## config.mk

```make
export PLATFORM = sky130hd
export DESIGN_NAME = des_pad_packer
export DESIGN_NICKNAME = d
export VERILOG_FILES = /design/src/rtl/des_pkg.sv /design/src/rtl/des_pad_fill.sv /design/src/rtl/des_pad_packer.sv
export SDC_FILE = /design/constraint.sdc
export NUM_CORES = 1
export LEC_CHECK = 0
export ABC_AREA = 1
export BUFFER_PORTS_ARGS = -buffer_cell sky130_fd_sc_hd__buf_2
export CELL_PAD_IN_SITES_DETAIL_PLACEMENT = 1
export CELL_PAD_IN_SITES_GLOBAL_PLACEMENT = 2
export CORE_ASPECT_RATIO = 1.2
export CORE_UTILIZATION = 34
export CTS_CLUSTER_DIAMETER = 150
export DETAILED_ROUTE_END_ITERATION = 6
export PLACE_DENSITY_LB_ADDON = 0.3
export SYNTH_ARGS = -nofsm -noshare
export SYNTH_HDL_FRONTEND = slang
export SYNTH_SLANG_ARGS = --single-unit
```

## constraint.sdc

```tcl
create_clock -name clk -period 2.9 [get_ports clk]
set_input_delay 0.58 -clock clk [delete_from_list [all_inputs] [get_ports clk]]
set_output_delay 0.58 -clock clk [all_outputs]
set_load 0.01 [all_outputs]
```

## src/rtl/des_pkg.sv

```systemverilog
// Shared definitions for the DES front-end: padding codes, mode codes, block geometry,
// packer state encoding and the ISO10126 random-fill LFSR step.
package des_pkg;

    localparam int unsigned BLK_W     = 64;
    localparam int unsigned BLK_BYTES = 8;

    localparam logic [2:0] PAD_NONE     = 3'd0;
    localparam logic [2:0] PAD_ZEROS    = 3'd1;
    localparam logic [2:0] PAD_PKCS7    = 3'd2;
    localparam logic [2:0] PAD_ANSIX923 = 3'd3;
    localparam logic [2:0] PAD_ISO10126 = 3'd4;
    localparam logic [2:0] PAD_ONEZERO  = 3'd5;

    localparam logic MODE_ENCRYPT = 1'b0;
    localparam logic MODE_DECRYPT = 1'b1;

    // Galois form of x^32 + x^22 + x^2 + x + 1
    localparam logic [31:0] LFSR_TAPS = 32'h8020_0003;

    typedef enum logic [1:0] {
        S_FILL  = 2'd0,
        S_OUT   = 2'd1,
        S_EXTRA = 2'd2
    } state_t;

    // Eight LFSR steps: one random byte's worth of advance.
    function automatic logic [31:0] lfsr_byte_step(input logic [31:0] s);
        logic [31:0] t;
        t = s;
        for (int unsigned k = 0; k < 8; k++) begin
            t = t[0] ? ((t >> 1) ^ LFSR_TAPS) : (t >> 1);
        end
        return t;
    endfunction

endpackage

```

## src/rtl/des_pad_fill.sv

```systemverilog
// Combinational tail builder: keeps the first n bytes of the accumulator and fills the
// remaining 8-n bytes according to the padding scheme (n=0 yields a full pad block).
module des_pad_fill
    import des_pkg::*;
(
    input  logic [BLK_W-1:0] i_acc,
    input  logic [3:0]       i_n,
    input  logic [2:0]       i_scheme,
    input  logic [BLK_W-1:0] i_rnd,
    output logic [BLK_W-1:0] o_block
);

    logic [3:0] w_p;
    assign w_p = 4'd8 - i_n;

    always_comb begin
        logic [7:0]  v_b;
        int unsigned v_j;
        o_block = '0;
        for (int unsigned i = 0; i < BLK_BYTES; i++) begin
            v_j = i - 32'(i_n);
            v_b = '0;
            if (i < 32'(i_n)) begin
                v_b = i_acc[8*(7-i) +: 8];
            end else begin
                // v_j is the position within the pad run; i==7 is the final pad byte
                case (i_scheme)
                    PAD_PKCS7:    v_b = {4'd0, w_p};
                    PAD_ANSIX923: v_b = (i == 7) ? {4'd0, w_p} : 8'h00;
                    PAD_ISO10126: v_b = (i == 7) ? {4'd0, w_p} : i_rnd[8*v_j[2:0] +: 8];
                    PAD_ONEZERO:  v_b = (v_j == 0) ? 8'h80 : 8'h00;
                    default:      v_b = 8'h00;
                endcase
            end
            o_block[8*(7-i) +: 8] = v_b;
        end
    end

endmodule

```

## src/rtl/des_pad_packer.sv

```systemverilog
// Byte-stream to 64-bit block packer with message padding, feeding the DES encryptor.
// Optional macro DES_PAD_ISO10126_EN enables LFSR random fill for ISO10126 padding.
module des_pad_packer
    import des_pkg::*;
#(
    parameter logic [31:0] LFSR_SEED = 32'hACE1_2468
) (
    input  logic             clk,
    input  logic             rstn,
    input  logic [7:0]       din,
    input  logic             din_valid,
    input  logic             din_last,
    output logic             din_ready,
    input  logic [2:0]       padding,
    output logic [BLK_W-1:0] plain,
    output logic             plain_en,
    input  logic             plain_ready,
    output logic             msg_done,
    output logic             pad_err
);

    if (LFSR_SEED == 32'd0) begin : g_bad_seed
        $error("LFSR_SEED must be non-zero");
    end

    state_t           r_state, w_next;
    logic [2:0]       r_cnt;
    logic [BLK_W-1:0] r_acc, r_plain;
    logic [2:0]       r_pad;
    logic             r_open, r_live, r_last, r_extra, r_pad_err;

    logic             w_accept, w_first, w_code_ok, w_done_byte, w_need_extra;
    logic [2:0]       w_mapped, w_scheme;
    logic [3:0]       w_n, w_p;
    logic [BLK_W-1:0] w_acc_new, w_fill_src, w_fill, w_rnd;

    assign w_accept    = din_valid & din_ready;
    assign w_first     = (r_cnt == 3'd0) & ~r_open;
    assign w_code_ok   = (padding <= PAD_ONEZERO);
    assign w_mapped    = w_code_ok ? padding : PAD_ZEROS;
    assign w_scheme    = w_first ? w_mapped : r_pad;
    assign w_done_byte = w_accept & (din_last | (r_cnt == 3'd7));
    assign w_acc_new   = r_acc | ({din, 56'd0} >> {r_cnt, 3'b000});
    assign w_n         = (r_state == S_EXTRA) ? 4'd0 : ({1'b0, r_cnt} + 4'd1);
    assign w_p         = 4'd8 - w_n;
    assign w_fill_src  = (r_state == S_EXTRA) ? '0 : w_acc_new;
    assign w_need_extra = din_last && (w_p == 4'd0) &&
        (w_scheme inside {PAD_PKCS7, PAD_ANSIX923, PAD_ISO10126, PAD_ONEZERO});

    des_pad_fill u_fill (
        .i_acc    (w_fill_src),
        .i_n      (w_n),
        .i_scheme (w_scheme),
        .i_rnd    (w_rnd),
        .o_block  (w_fill)
    );

`ifdef DES_PAD_ISO10126_EN
    logic [31:0] r_lfsr;
    logic [31:0] w_st [0:8];
    logic        w_builds_pad;

    assign w_builds_pad = (r_state == S_EXTRA) || (w_accept && din_last && (w_p != 4'd0));

    // Random byte k comes from k+1 byte-steps; the state after p-1 steps is kept.
    always_comb begin
        logic [31:0] v_s;
        v_s     = r_lfsr;
        w_st[0] = r_lfsr;
        w_rnd   = '0;
        for (int unsigned k = 0; k < 8; k++) begin
            v_s           = lfsr_byte_step(v_s);
            w_st[k+1]     = v_s;
            w_rnd[8*k +: 8] = v_s[7:0];
        end
    end

    always_ff @(posedge clk or negedge rstn) begin
        if (!rstn) begin
            r_lfsr <= LFSR_SEED;
        end else if (w_builds_pad && (w_scheme == PAD_ISO10126)) begin
            r_lfsr <= w_st[w_p - 4'd1];
        end
    end
`else
    assign w_rnd = '0;
`endif

    always_ff @(posedge clk or negedge rstn) begin
        if (!rstn) begin
            r_state <= S_FILL;
        end else begin
            r_state <= w_next;
        end
    end

    always_comb begin
        w_next    = r_state;
        din_ready = 1'b0;
        plain_en  = 1'b0;
        msg_done  = 1'b0;
        case (r_state)
            S_FILL: begin
                din_ready = r_live;
                if (w_done_byte) w_next = S_OUT;
            end
            S_OUT: begin
                plain_en = 1'b1;
                if (plain_ready) begin
                    msg_done = r_last;
                    w_next   = r_extra ? S_EXTRA : S_FILL;
                end
            end
            S_EXTRA: w_next = S_OUT;
            default: w_next = S_FILL;
        endcase
    end

    always_ff @(posedge clk or negedge rstn) begin
        if (!rstn) begin
            r_cnt     <= '0;
            r_acc     <= '0;
            r_plain   <= '0;
            r_pad     <= PAD_NONE;
            r_open    <= 1'b0;
            r_live    <= 1'b0;
            r_last    <= 1'b0;
            r_extra   <= 1'b0;
            r_pad_err <= 1'b0;
        end else begin
            r_live    <= 1'b1;
            r_pad_err <= 1'b0;
            if (w_accept) begin
                if (w_first) begin
                    r_pad     <= w_mapped;
                    r_open    <= 1'b1;
                    r_pad_err <= ~w_code_ok;
                end
                if (w_done_byte) begin
                    r_plain <= w_fill;
                    r_last  <= din_last & ~w_need_extra;
                    r_extra <= w_need_extra;
                    r_acc   <= '0;
                    r_cnt   <= '0;
                    if (din_last && (w_p != 4'd0) && (w_scheme == PAD_NONE)) r_pad_err <= 1'b1;
                end else begin
                    r_acc <= w_acc_new;
                    r_cnt <= r_cnt + 3'd1;
                end
            end
            if (r_state == S_EXTRA) begin
                r_plain <= w_fill;
                r_last  <= 1'b1;
                r_extra <= 1'b0;
            end
            if (msg_done) r_open <= 1'b0;
        end
    end

    assign plain   = r_plain;
    assign pad_err = r_pad_err;

endmodule
```

==> results of run 1 <==
-- power groups by stage --
stage                     sequential (mW)  clock [mW]  combinational, mW
after global routing                 2.64        2.42               3.44
after floorplan                      2.68           0               1.84
after detailed placement             2.63           0               3.11
final                                2.59        2.31               3.10
after CTS                            2.60        2.35               3.12
after global placement               2.62           0               3.08
-- layout by cell type, fill, tap and decap left out, types with 2 or more instances in the layout --
cell	synthesis	routed
inv_1	101	100
clkbuf_8	0	4
ha_1	9	9
clkbuf_16	0	17
buf_4	4	17
nand2_2	6	7
nand3_4	2	2
o21ai_0	43	43
dfrtp_1	141	140
o21ai_1	3	3
a31oi_1	6	6
nand2_4	3	3
o22ai_1	3	3
clkinv_2	0	3
o21a_1	6	6
a21oi_1	94	94
nor2_4	2	2
nand2_1	236	235
buf_2	15	82
nor2_1	83	82
o31ai_1	20	20
nand3_1	68	68
buf_12	0	4
bufinv_16	0	3
nor3_1	7	7
inv_6	1	2
clkinvlp_4	0	4
nor2_2	3	4
inv_2	3	3
-- layout make-up --
class | instances | area, um2
Fill cell | 2499 | 11900
Sequential cell | 141 | 3530
Multi-Input combinational cell | 603 | 2880
Timing Repair Buffer | 104 | 629
Clock buffer | 21 | 480
Inverter | 106 | 409
Tap cell | 265 | 332
Clock inverter | 10 | 136
-- registers in the layout, indices dropped and copies added, names as in the netlist --
name     count
r_live       1
r_acc       64
r_last       1
plain       64
r_state      2
pad_err      1
r_extra      1
r_pad        3
r_cnt        3
r_open       1
-- metrics by stage --
| step | setup WS, ns | util, % | hold slack, ns | instances |
|---|---|---|---|---|
| floorplan | 0.484 | - | 0.284 | 892 |
| global placement | 0.334 | 38.4 | 0.457 | 1219 |
| detailed placement | 0.209 | 38.4 | 0.464 | 1219 |
| CTS | 0.189 | 41.4 | 0.134 | 1250 |
| global route | 0.0533 | 41.4 | 0.153 | 1250 |
| finish | 0.228 | 41.4 | 0.107 | 1250 |
-- how the worst min path moves through the flow --
| stage | endpoint | slack, ns | cells after the start |
|---|---|---|---|
| finish | plain[25] | 0.11 | 1 |
| global placement | plain[61] | 0.46 | 2 |
| CTS | plain[25] | 0.13 | 1 |
| floorplan | pad_err | 0.28 | 0 |
| global route | plain[25] | 0.15 | 1 |
| detailed placement | plain[61] | 0.46 | 2 |
-- cell families after synthesis --
group | share of synthesized area, %
AO/OA/AOI/OAI | 14.0
adder cells (fa/ha/maj) | 1.60
buffers and inverters | 8.82
flip-flops | 50.3
other | 0.0534
AND/OR/NAND/NOR | 25.2
-- layer usage --
metal / global-route usage (%) / wire length (um)
met5: 0 / 0
met4: 10.8 / 834
met3: 3.53 / 907
met2: 38.1 / 11200
met1: 29.4 / 10000
-- worst max-delay path: stages (launching register included) --
cell and delay [ns]:
dfrtp_2 0.48, ha_1 0.23, ha_1 0.32, nand2_2 0.14, nand2_1 0.09, inv_1 0.09, ha_1 0.28, inv_1 0.12
nand2_1 0.15, clkinvlp_4 0.28, nand2_1 0.15, nand2_1 0.06, a21oi_1 0.12, nor2_1 0.05
==> out/summary.md, run 1 <==
The worst-case clock buffer depth is 2, and the switching power as a share of total power is 41.4%. After synthesis, the share of flip-flops with an asynchronous set or reset is 100%. Port buffering added 83 buffers.

The run gives 0 as the post-CTS setup-driven buffer insertion count. The die is 133 um wide. The power density over cell area came out at 954 mW/mm2. Dividing the detail-routed wire length by the instance count gives 18.4 um. In the final timing run, aggregate negative setup slack is 0 ns. The critical path in this run is classified as reg -> reg. The number of slew-limit violations in the final report was 0. Register share of total power: 32.3%.

The peak fanout along the critical path works out to 11. The clock period could shrink to 2.67 ns. Worst hold path class: in -> async. After clock tree synthesis, the flow added hold-fix buffers numbering 0. Global routing used 23.0% of the available tracks. The run gives 0.374 GHz as the fmax.

The number of nets handed over by synthesis was 917. The element type at the critical path start was a flip-flop. The initial cell density of the core came out at 34.7%. Part of the total power dissipated in the clock network: 28.9%.

After floorplanning, the core was divided into 57 placement rows. The relative contribution of combinational cells to total power came out at 38.8%. The global-route wire length before repair came out at 37.2 mm. Following the worst setup path forward leads to its endpoint at plain[55]. For the routed wire length, the log shows 23.0 mm.

Number of buffers created by CTS: 17. The tools report the flop-to-flop setup slack as 0.23 ns. The post-synthesis instance area is 0.00702 mm2, and the sequential cell area fraction in the yosys report is 50.3%. The antenna diode instance count was 0; the clock insertion delay at the later pin of the skew report was 0.43 ns. The H-tree was split into 4 levels.

The placed instance area came out at 0.00777 mm2. The share of synthesized area in the top cell type comes to 50.3%. Via total after detailed routing: 6286. Clock-pin slew was measured on the worst setup and hold paths at 0.06 ns.

The CTS sink count came out at 141. Number of nets with antenna violations after detailed routing: 0. The endpoint kind of the worst setup timing path is a flip-flop.

In the final layout, the share of cells above drive strength 1 is 16.5%. The tools report the detailed placer's ending HPWL as 16.2 mm. Summed over all instances, the cell type with the most area after synthesis is dfrtp_1. The internal power came out at 4.69 mW. The run gives 0 as the hold violation total from the final report. After detailed routing, the number of vias per cell comes to 5.03. The run gives 6599 as the via count of the first global-routing pass. The cell at the root of the clock tree is clkbuf_16.

The Yosys warning count is 0. Weighted congestion reported at the end of routability-driven placement: 0.830. The final layout contains 998 nets. The most repeated cell in the gate-level netlist after synthesis is nand2_1. Sorting the synthesized cells by area gives the leading types as dfrtp_1 50%, nand2_1 13%, a21oi_1 6.7%, inv_1 5.4%, nand3_1 4.8%.

The number of maximum-capacitance violations is 0. TritonCTS built the clock tree. The period utilization was 92.1%. The initial antenna violation count is 0. In this run the critical register-to-register path is launched from r_cnt[0]. The core region is 0.0203 mm2. Leading register cell type out of synthesis: dfrtp_1.

Setup repair after global routing left no endpoint under its margin. Summed over all cells, the static leakage comes to 4.17 nW. The commonest cells after synthesis are 236 x nand2_1, 141 x dfrtp_1, 101 x inv_1. For the pin with the worst max-slew slack, the measured transition is 0.682 ns. The worst register-to-register path ends at plain[55]. The number of different library cells used by synthesis comes to 36. Synthesis handed over a netlist of 892 instances. A synthesized cell averages 7.87 um2.

Data on the critical path is required at its endpoint by 3.22 ns. The detailed-route DRC error count came out at 0. Entering global routing, the biggest net connects 69 pins. Summed over all nets, the switching power comes to 3.32 mW.

The initial detailed-routing violation count came out at 311. In this run the vertical extent of the chip is 159 um. The logs give 2.99 ns for the endpoint arrival time on the critical path and 0 for the sum of overflow across all layers after global routing.

In this run, synthesis inferred 0 flip-flops with an integrated enable. In this run the count of I/O pins placed on the die edge is 84. After synthesis the netlist holds a flip-flop and latch count of 141. Setup violations remaining at the end of the flow were counted as 0. After clock tree synthesis, the repair step resized 0 gates. The floorplan step defined a die boundary enclosing 0.0212 mm2. Once layout is done, the placed cells without fillers occupy 0.00839 mm2.

For the number of iterations in the first detailed-routing pass, the log shows 4. The worst pin sits at a relative slew slack of 54.1%. Compared with the post-synthesis result, the final layout area differs by 19.6%.

The completed layout was analyzed and its total power is 8.00 mW. For the highest ir drop seen on vdd, the log shows 0.460 mV. The timing startpoint of the critical path was r_cnt[0]. The run finished with clean final reports.

Measured in cells, the most critical reg-to-reg path has a length of 13. The largest clock skew in the final design is 0.00689 ns.
No activity file was read; power rests on OpenSTA's default activity.
==> run 2, diff against run 1 <==
- PLACE_DENSITY: default -> 0.83
- PLACE_DENSITY_LB_ADDON: 0.3 -> default
==> out/summary.md, run 2 (synthesized netlist as in run 1, its figures left out) <==
Via total after detailed routing: 6414. TritonCTS built the clock tree. For the post-CTS setup-driven buffer insertion count, the log shows 0.

Setup repair after global routing left no endpoint under its margin. The depth of the worst register-to-register path was 13. Using the TritonRoute via totals, the vias-per-cell ratio works out to 5.11. The critical path's slowest cell is dfrtp_1.

For this run, the total global-route usage over all layers was measured as 22.6%. The clock net in this run drives a total of 141 sinks. The endpoint identified for the worst register-to-register timing path is plain[41].

Summing all non-filler instances in the final layout gives an area of 0.00843 mm2. For the initial detailed-routing violation count, the log shows 321. The fraction of layout instances using a drive strength above 1 was 16.7%.

The run gives 38.7% as the relative contribution of combinational cells to total power. The worst hold path class was in -> async. For the number of iterations in the first detailed-routing pass, the log shows 4. In this run the static leakage power is 4.20 nW. Wires add up to 22.7 mm.

The largest clock skew in the final design was 0.00792 ns. Counting the buffers created by CTS gives 17. The number of nets with antenna violations after detailed routing is 0. The number of port buffers came out at 83.

The stage delay of the slowest cell on the critical path is 0.43 ns, and the post-CTS clock slew at the launch and capture registers of the worst setup and hold paths is 0.06 ns. Setup violations remaining at the end of the flow were counted as 0. The register share of total power is 31.7%, and the clock insertion delay at the later pin of the skew report is 0.43 ns. STA puts the critical path data arrival time at 2.97 ns. After global routing the overflow that remains totals 0. STA classifies the critical path startpoint as a flip-flop.

The signal on the critical path passes through ha_1 -> ha_1 -> nand2_2 -> nand2_1 -> inv_1 -> ha_1 -> inv_1 -> nand2_1 -> inv_1 -> nand3_1 -> nand2_1 -> inv_1 -> a21oi_1. The worst setup path is of the reg -> reg kind. Power spread over the standard cell area amounts to 962 mW/mm2. For the required arrival time at the worst endpoint, the log shows 3.26 ns.

Leaving out fill and tap cells, the most frequent cell in the layout is nand2_1. The clock network burns 29.6% of the power. The region available for standard cell placement spans 0.0203 mm2. Row generation in the floorplan step produced 57 rows. Area overhead of the layout relative to synthesis: 20.0%. In the layout the commonest cells are 235 x nand2_1, 141 x dfrtp_1, 101 x inv_1.

The initial antenna violation count was 0; the maximum number of pins on one net before global-route repair was 71. The global-route wire length before repair is 36.7 mm. The run gives 0.0212 mm2 as the area of the die.

The logs give 1003 for the post-layout net count and 2 for the worst-case clock buffer depth. The reg-to-reg critical path startpoint was r_cnt[1]. The flow ran to the end, and the final reports show no timing, DRC or antenna violations.

The internal power is 4.80 mW. The logs give 0 for the count of instances resized after the clock tree is built and 4 for the maximum level of the CTS H-tree. The floorplan step set the die height to 159 um. Based on the critical path, the design can be clocked at up to 0.383 GHz.

The headroom to the max-slew limit was 53.0%. Transition time of the tightest slew-check pin: 0.706 ns. Of the available clock period, the critical path in the final layout requires 90.0%.

The setup TNS came out at 0 ns. The post-placement worst setup slack is 0.317 ns. The initial cell density of the core was 34.7%. Number of slew-limit violations in the final report: 0. STA classifies the critical path endpoint as a flip-flop. Summing all placed instances gives a cell area of 0.00778 mm2. The smallest clock period supported by the final layout is computed as 2.61 ns. The hold violation total from the final report was 0. The run gives 3.30 mW as the power spent charging and discharging nets. The run gives 0.29 ns as the flop-to-flop setup slack.

The root buffer cell chosen for the clock tree is clkbuf_16. Once routing completed, OpenROAD measured the worst setup slack at 0.289 ns. The most numerous cell type found on the critical path is inv_1. Highest ir drop seen on vdd: 0.467 mV. The peak fanout along the critical path works out to 11. The repair_antennas step left the layout with diodes totalling 0.

The design draws 8.11 mW. After detailed routing, the number of remaining DRC violations is 0. The tool flagged a number of max-cap violations equal to 0. The via count of the first global-routing pass was 6654; the number of top-level pins was 84. The weighted congestion reported at the end of routability-driven placement is 0.831, and the detailed placer's ending HPWL is 16.0 mm.

The average routed wire per standard cell was 18.1 um. The tools report the total of hold buffers inserted after clock tree synthesis as 0. In this run switching power makes up 40.8% of total power. The horizontal die dimension came out at 133 um.
## run 2: changes by cell type in the layout (fill, tap and decap cells not counted), sizes merged
cell and change:
clkinvlp -2, bufinv +1, clkinv -1, inv +1, buf +5, clkbuf +1
## run 2: critical path, delay by kind of cell (launching register included)
kind / cells / cell delay (ns)
AO/OA/AOI/OAI: 1 / 0.13
adder cells (fa/ha/maj): 3 / 0.82
buffers and inverters: 4 / 0.62
flip-flops: 1 / 0.43
AND/OR/NAND/NOR: 5 / 0.55
## run 2: worst max-delay path by stage
stage                      endpoint  depth (start not counted)     start
after floorplan           plain[10]                         14  r_cnt[0]
after global placement    plain[42]                         13  r_cnt[0]
after detailed placement  plain[41]                         13  r_cnt[1]
after CTS                 plain[41]                         13  r_cnt[1]
after global routing      plain[51]                         13  r_cnt[1]
final                     plain[41]                         13  r_cnt[1]
## run 2: final cells by class
class                           count  area, um2
Clock buffer                       22        484
Tap cell                          265        332
Sequential cell                   141       3530
Timing Repair Buffer              109        642
Fill cell                        2536      11800
Multi-Input combinational cell    603       2880
Clock inverter                      9        158
Inverter                          106        405
## run 2: metrics by stage
step / instances / util (%) / hold slack [ns]
after floorplan: 892 / - / 0.284
after global placement: 1224 / 38.4 / 0.458
after detailed placement: 1224 / 38.4 / 0.461
after CTS: 1255 / 41.6 / 0.195
after global routing: 1255 / 41.6 / 0.221
final: 1255 / 41.6 / 0.173
## run 2: power groups by stage
stage / Sequential, mW / Clock, mW / Combinational, mW
3_5_place_dp: 2.60 / 0 / 3.12
4_1_cts: 2.58 / 2.45 / 3.16
2_1_floorplan: 2.68 / 0 / 1.84
6_report: 2.57 / 2.40 / 3.14
5_1_grt: 2.62 / 2.52 / 3.45
3_3_place_gp: 2.60 / 0 / 3.09
## run 2: per-layer routing
metal	vias up	part of all wire [%]	global-route usage [%]
met3	45	2.9	3.44
met5	-	0	0
met4	0	3.7	10.5
met1	3209	45	29.6
met2	125	49	36.8
li1	3035	-	-
==> run 3, diff against run 2 <==
- ABC_AREA: 1 -> default
- BUFFER_PORTS_ARGS: -buffer_cell sky130_fd_sc_hd__buf_2 -> default
- CORE_ASPECT_RATIO: 1.2 -> 0.8
- CORE_UTILIZATION: 34 -> 39
- DONT_BUFFER_PORTS: default -> 1
- PLACE_DENSITY: 0.83 -> 0.82
==> out/summary.md, run 3 <==
From bottom edge to top edge, the die measures 118 um. Number of enable flip-flop cells after synthesis: 0. The final reports fail on negative hold slack. In this run the deepest clock path goes through 2 buffers. Of the cells placed in the final design, the portion with a size suffix greater than 1 is 11.3%.

STA classifies the critical path startpoint as a flip-flop. The tools report the number of buffers created by CTS as 17. In the final routed layout, each cell accounts on average for 24.2 um. For this configuration, the core starts out at a cell density of 40.7%.

The run gives 15.7 mm as the detailed placer's ending HPWL. Setup violations remaining at the end of the flow were counted as 0. The first global-routing pass estimated 35.8 mm of wire.

For the area of the die, the log shows 0.0173 mm2. The number of slew-limit violations in the final report is 0. The total nets after synthesis was 729; the worst hold margin was -0.165 ns.

The post-CTS setup-driven buffer insertion count came out at 0. The completed layout was analyzed and its total power is 6.75 mW. Hold violation total from the final report: 141.

Among all cell types in the netlist, the one instantiated most often is dfrtp_1. For the worst setup path, the data arrival time is 3.15 ns. The logs give 4 for the maximum level of the CTS H-tree and 5 for the number of iterations in the first detailed-routing pass. The post-synthesis instance total was 704.

In this run the worst hold path is classified as in -> async. By area the synthesized netlist is led by dfrtp_1 54%, a21oi_1 8.1%, nor2_1 5.6%, nand2_1 4.0%, a31oi_1 2.4%. The largest total area in the synthesized netlist belongs to dfrtp_1. After floorplanning, the core was sized to cover 0.0161 mm2.

The cell area that synthesis handed to floorplanning was 0.00654 mm2. Row generation in the floorplan step produced 41 rows. The headroom to the max-slew limit came out at 41.4%. The horizontal die dimension works out to 147 um. Routability-driven placement finished with a final weighted congestion of 0.887. The worst setup path is of the reg -> reg kind. In the final timing run, aggregate negative setup slack is 0 ns. The highest ir drop seen on vdd came out at 0.386 mV.

The cell at the root of the clock tree was clkbuf_16. The detailed router finished its first iteration with 457 violations. During placement, the flow inserted port buffers numbering 0. By count the netlist is led by 141 x dfrtp_1, 106 x a21oi_1, 97 x nor2_1. The analysis attributes to cell leakage a power of 3.31 nW. The tools report the clock insertion delay at the later pin of the skew report as 0.44 ns. The sum of overflow across all layers after global routing is 0. The count of state elements after synthesis came out at 141. The library cell appearing most often on the critical path was ha_1. The flow ran to the end, but the final reports show violations.

After detailed routing, the number of vias per cell comes to 5.98. The signal on the critical path passes through inv_1 -> ha_1 -> nand2_1 -> ha_1 -> xnor2_1 -> or3_1 -> a311oi_1 -> a32o_1. Setup repair after global routing left no endpoint under its margin.

For this run, the total global-route usage over all layers was measured as 27.7%. The async set or reset register ratio after synthesis is 100%. STA classifies the critical path endpoint as a flip-flop.

The tools report the antenna diode instance count as 0. Via total after detailed routing: 5587. The tools report the count of cell types in the netlist as 57.

The initial antenna violation count was 0; the largest clock skew in the final design was 0.0129 ns. Post-layout net count: 731. The number of nets with antenna violations after detailed routing is 0, and the power density over cell area is 905 mW/mm2.

The leading register cell type out of synthesis is dfrtp_1. The logs give 0 for the detailed-route DRC error count and 141 for the CTS sink count. The run gives 22.6 mm as the routed wire length. The peak fanout along the critical path was 10. The period utilization works out to 95.9%. The top cell types in the final layout, fill and taps aside, are 141 x dfrtp_1, 106 x a21oi_1, 97 x nor2_1. The area overhead of the layout relative to synthesis was 14.0%; the via count of the first global-routing pass was 5976. In this design, the stage delay of the slowest critical-path cell is 0.55 ns. The most common cell after layout, fill and taps aside is dfrtp_1. Max-cap violations in this run came to 0. For the maximum number of pins on one net before global-route repair, the log shows 142. 84 I/O pins were placed. TritonCTS built the clock tree.

During synthesis, Yosys emitted a total of 0 warnings. Based on the critical path, the design can be clocked at up to 0.360 GHz. Summing the sequential cell areas from Yosys gives 53.9% of the chip area.

After clock tree synthesis, the clock-pin slew on the worst setup and hold paths is 0.07 ns. The top cell type's share of synthesized area works out to 53.9%. Counting I/O delays and the setup requirement, the final critical path takes 2.78 ns. The transition time of the tightest slew-check pin was 0.857 ns; the synthesized area per cell was 9.29 um2.

Data on the critical path is required at its endpoint by 3.27 ns. The slowest stage of the critical path belongs to the cell dfrtp_1.
## run 3: cell types whose count changed after synthesis, moves of 19 or more
cell,change
o21ai_1,+26
a31oi_1,+19
o21ai_0,-27
nand3_1,-63
nand2_1,-167
inv_1,-94
## run 3: worst max-delay path: cells and delay by family (launching register included)
kind	cells	cell delay [ns]
fa+ha+maj	2	0.74
compound gates	2	0.56
flops	1	0.55
simple gates	2	0.53
buf+inv	1	0.18
xor+xnor	1	0.14
## run 3: layout make-up
class / instances / area [um2]
Fill cell: 1810 / 8600
Clock inverter: 14 / 166
Multi-Input combinational cell: 500 / 2750
Clock buffer: 18 / 439
Sequential cell: 141 / 3530
Inverter: 10 / 37.5
Timing Repair Buffer: 36 / 270
Tap cell: 215 / 269
## run 3: path summary, 6_finish.rpt
path	startpoint	endpoint	slack (ns)	depth (start not counted)
min	rstn	plain[48]	-0.16	0
max	r_cnt[1]	r_extra	0.12	8
max in group asynchronous	rstn	r_acc[41]	2.66	0
min in group clk	plain_ready	r_state[0]	0.22	1
min reg2reg	r_acc[31]	r_acc[31]	0.50	2
max reg2reg	r_cnt[1]	r_extra	0.12	8
## run 3: what timing repair did
item / in CTS / in global routing
setup endpoints to repair: 0 / 1
endpoints found under the hold margin: 141 / 141
gates resized for setup: 0 / 1
## run 3: logic make-up after synthesis
kind of cell	after synthesis	share of synthesized area [%]
AND/OR/NAND/NOR	252	18.0
adder cells (fa/ha/maj)	9	1.72
buffers and inverters	63	4.25
other	1	0.0573
XOR/XNOR	3	0.402
multiplexers	5	0.975
AO/OA/AOI/OAI	230	20.7
flip-flops	141	53.9
## run 3: metal layers
layer,vias to the layer above,wire [um],global-route usage [%]
met5,-,0,0
met1,2894,10200,37.7
li1,2484,-,-
met4,0,430,9.64
met2,171,10600,42.5
met3,38,1430,7.21
## run 3: metrics by stage
stage | cell area, um2 | setup WS, ns | utilization (%) | cells | hold slack (ns)
floorplan | 6540 | 0.353 | - | 704 | 0.284
global placement | 6850 | 0.266 | 42.7 | 902 | 0.289
detailed placement | 6850 | 0.205 | 42.7 | 902 | 0.289
CTS | 7460 | 0.195 | 46.5 | 934 | -0.181
global route | 7460 | 0.0107 | 46.5 | 934 | -0.184
finish | 7460 | 0.119 | 46.5 | 934 | -0.165
## run 3: report_power, final
part | total [mW] | internal (mW) | switching [mW]
sequential | 2.79 | 2.36 | 0.428
combinational | 1.70 | 0.589 | 1.11
clock | 2.27 | 1.37 | 0.894
total | 6.75 | 4.32 | 2.43
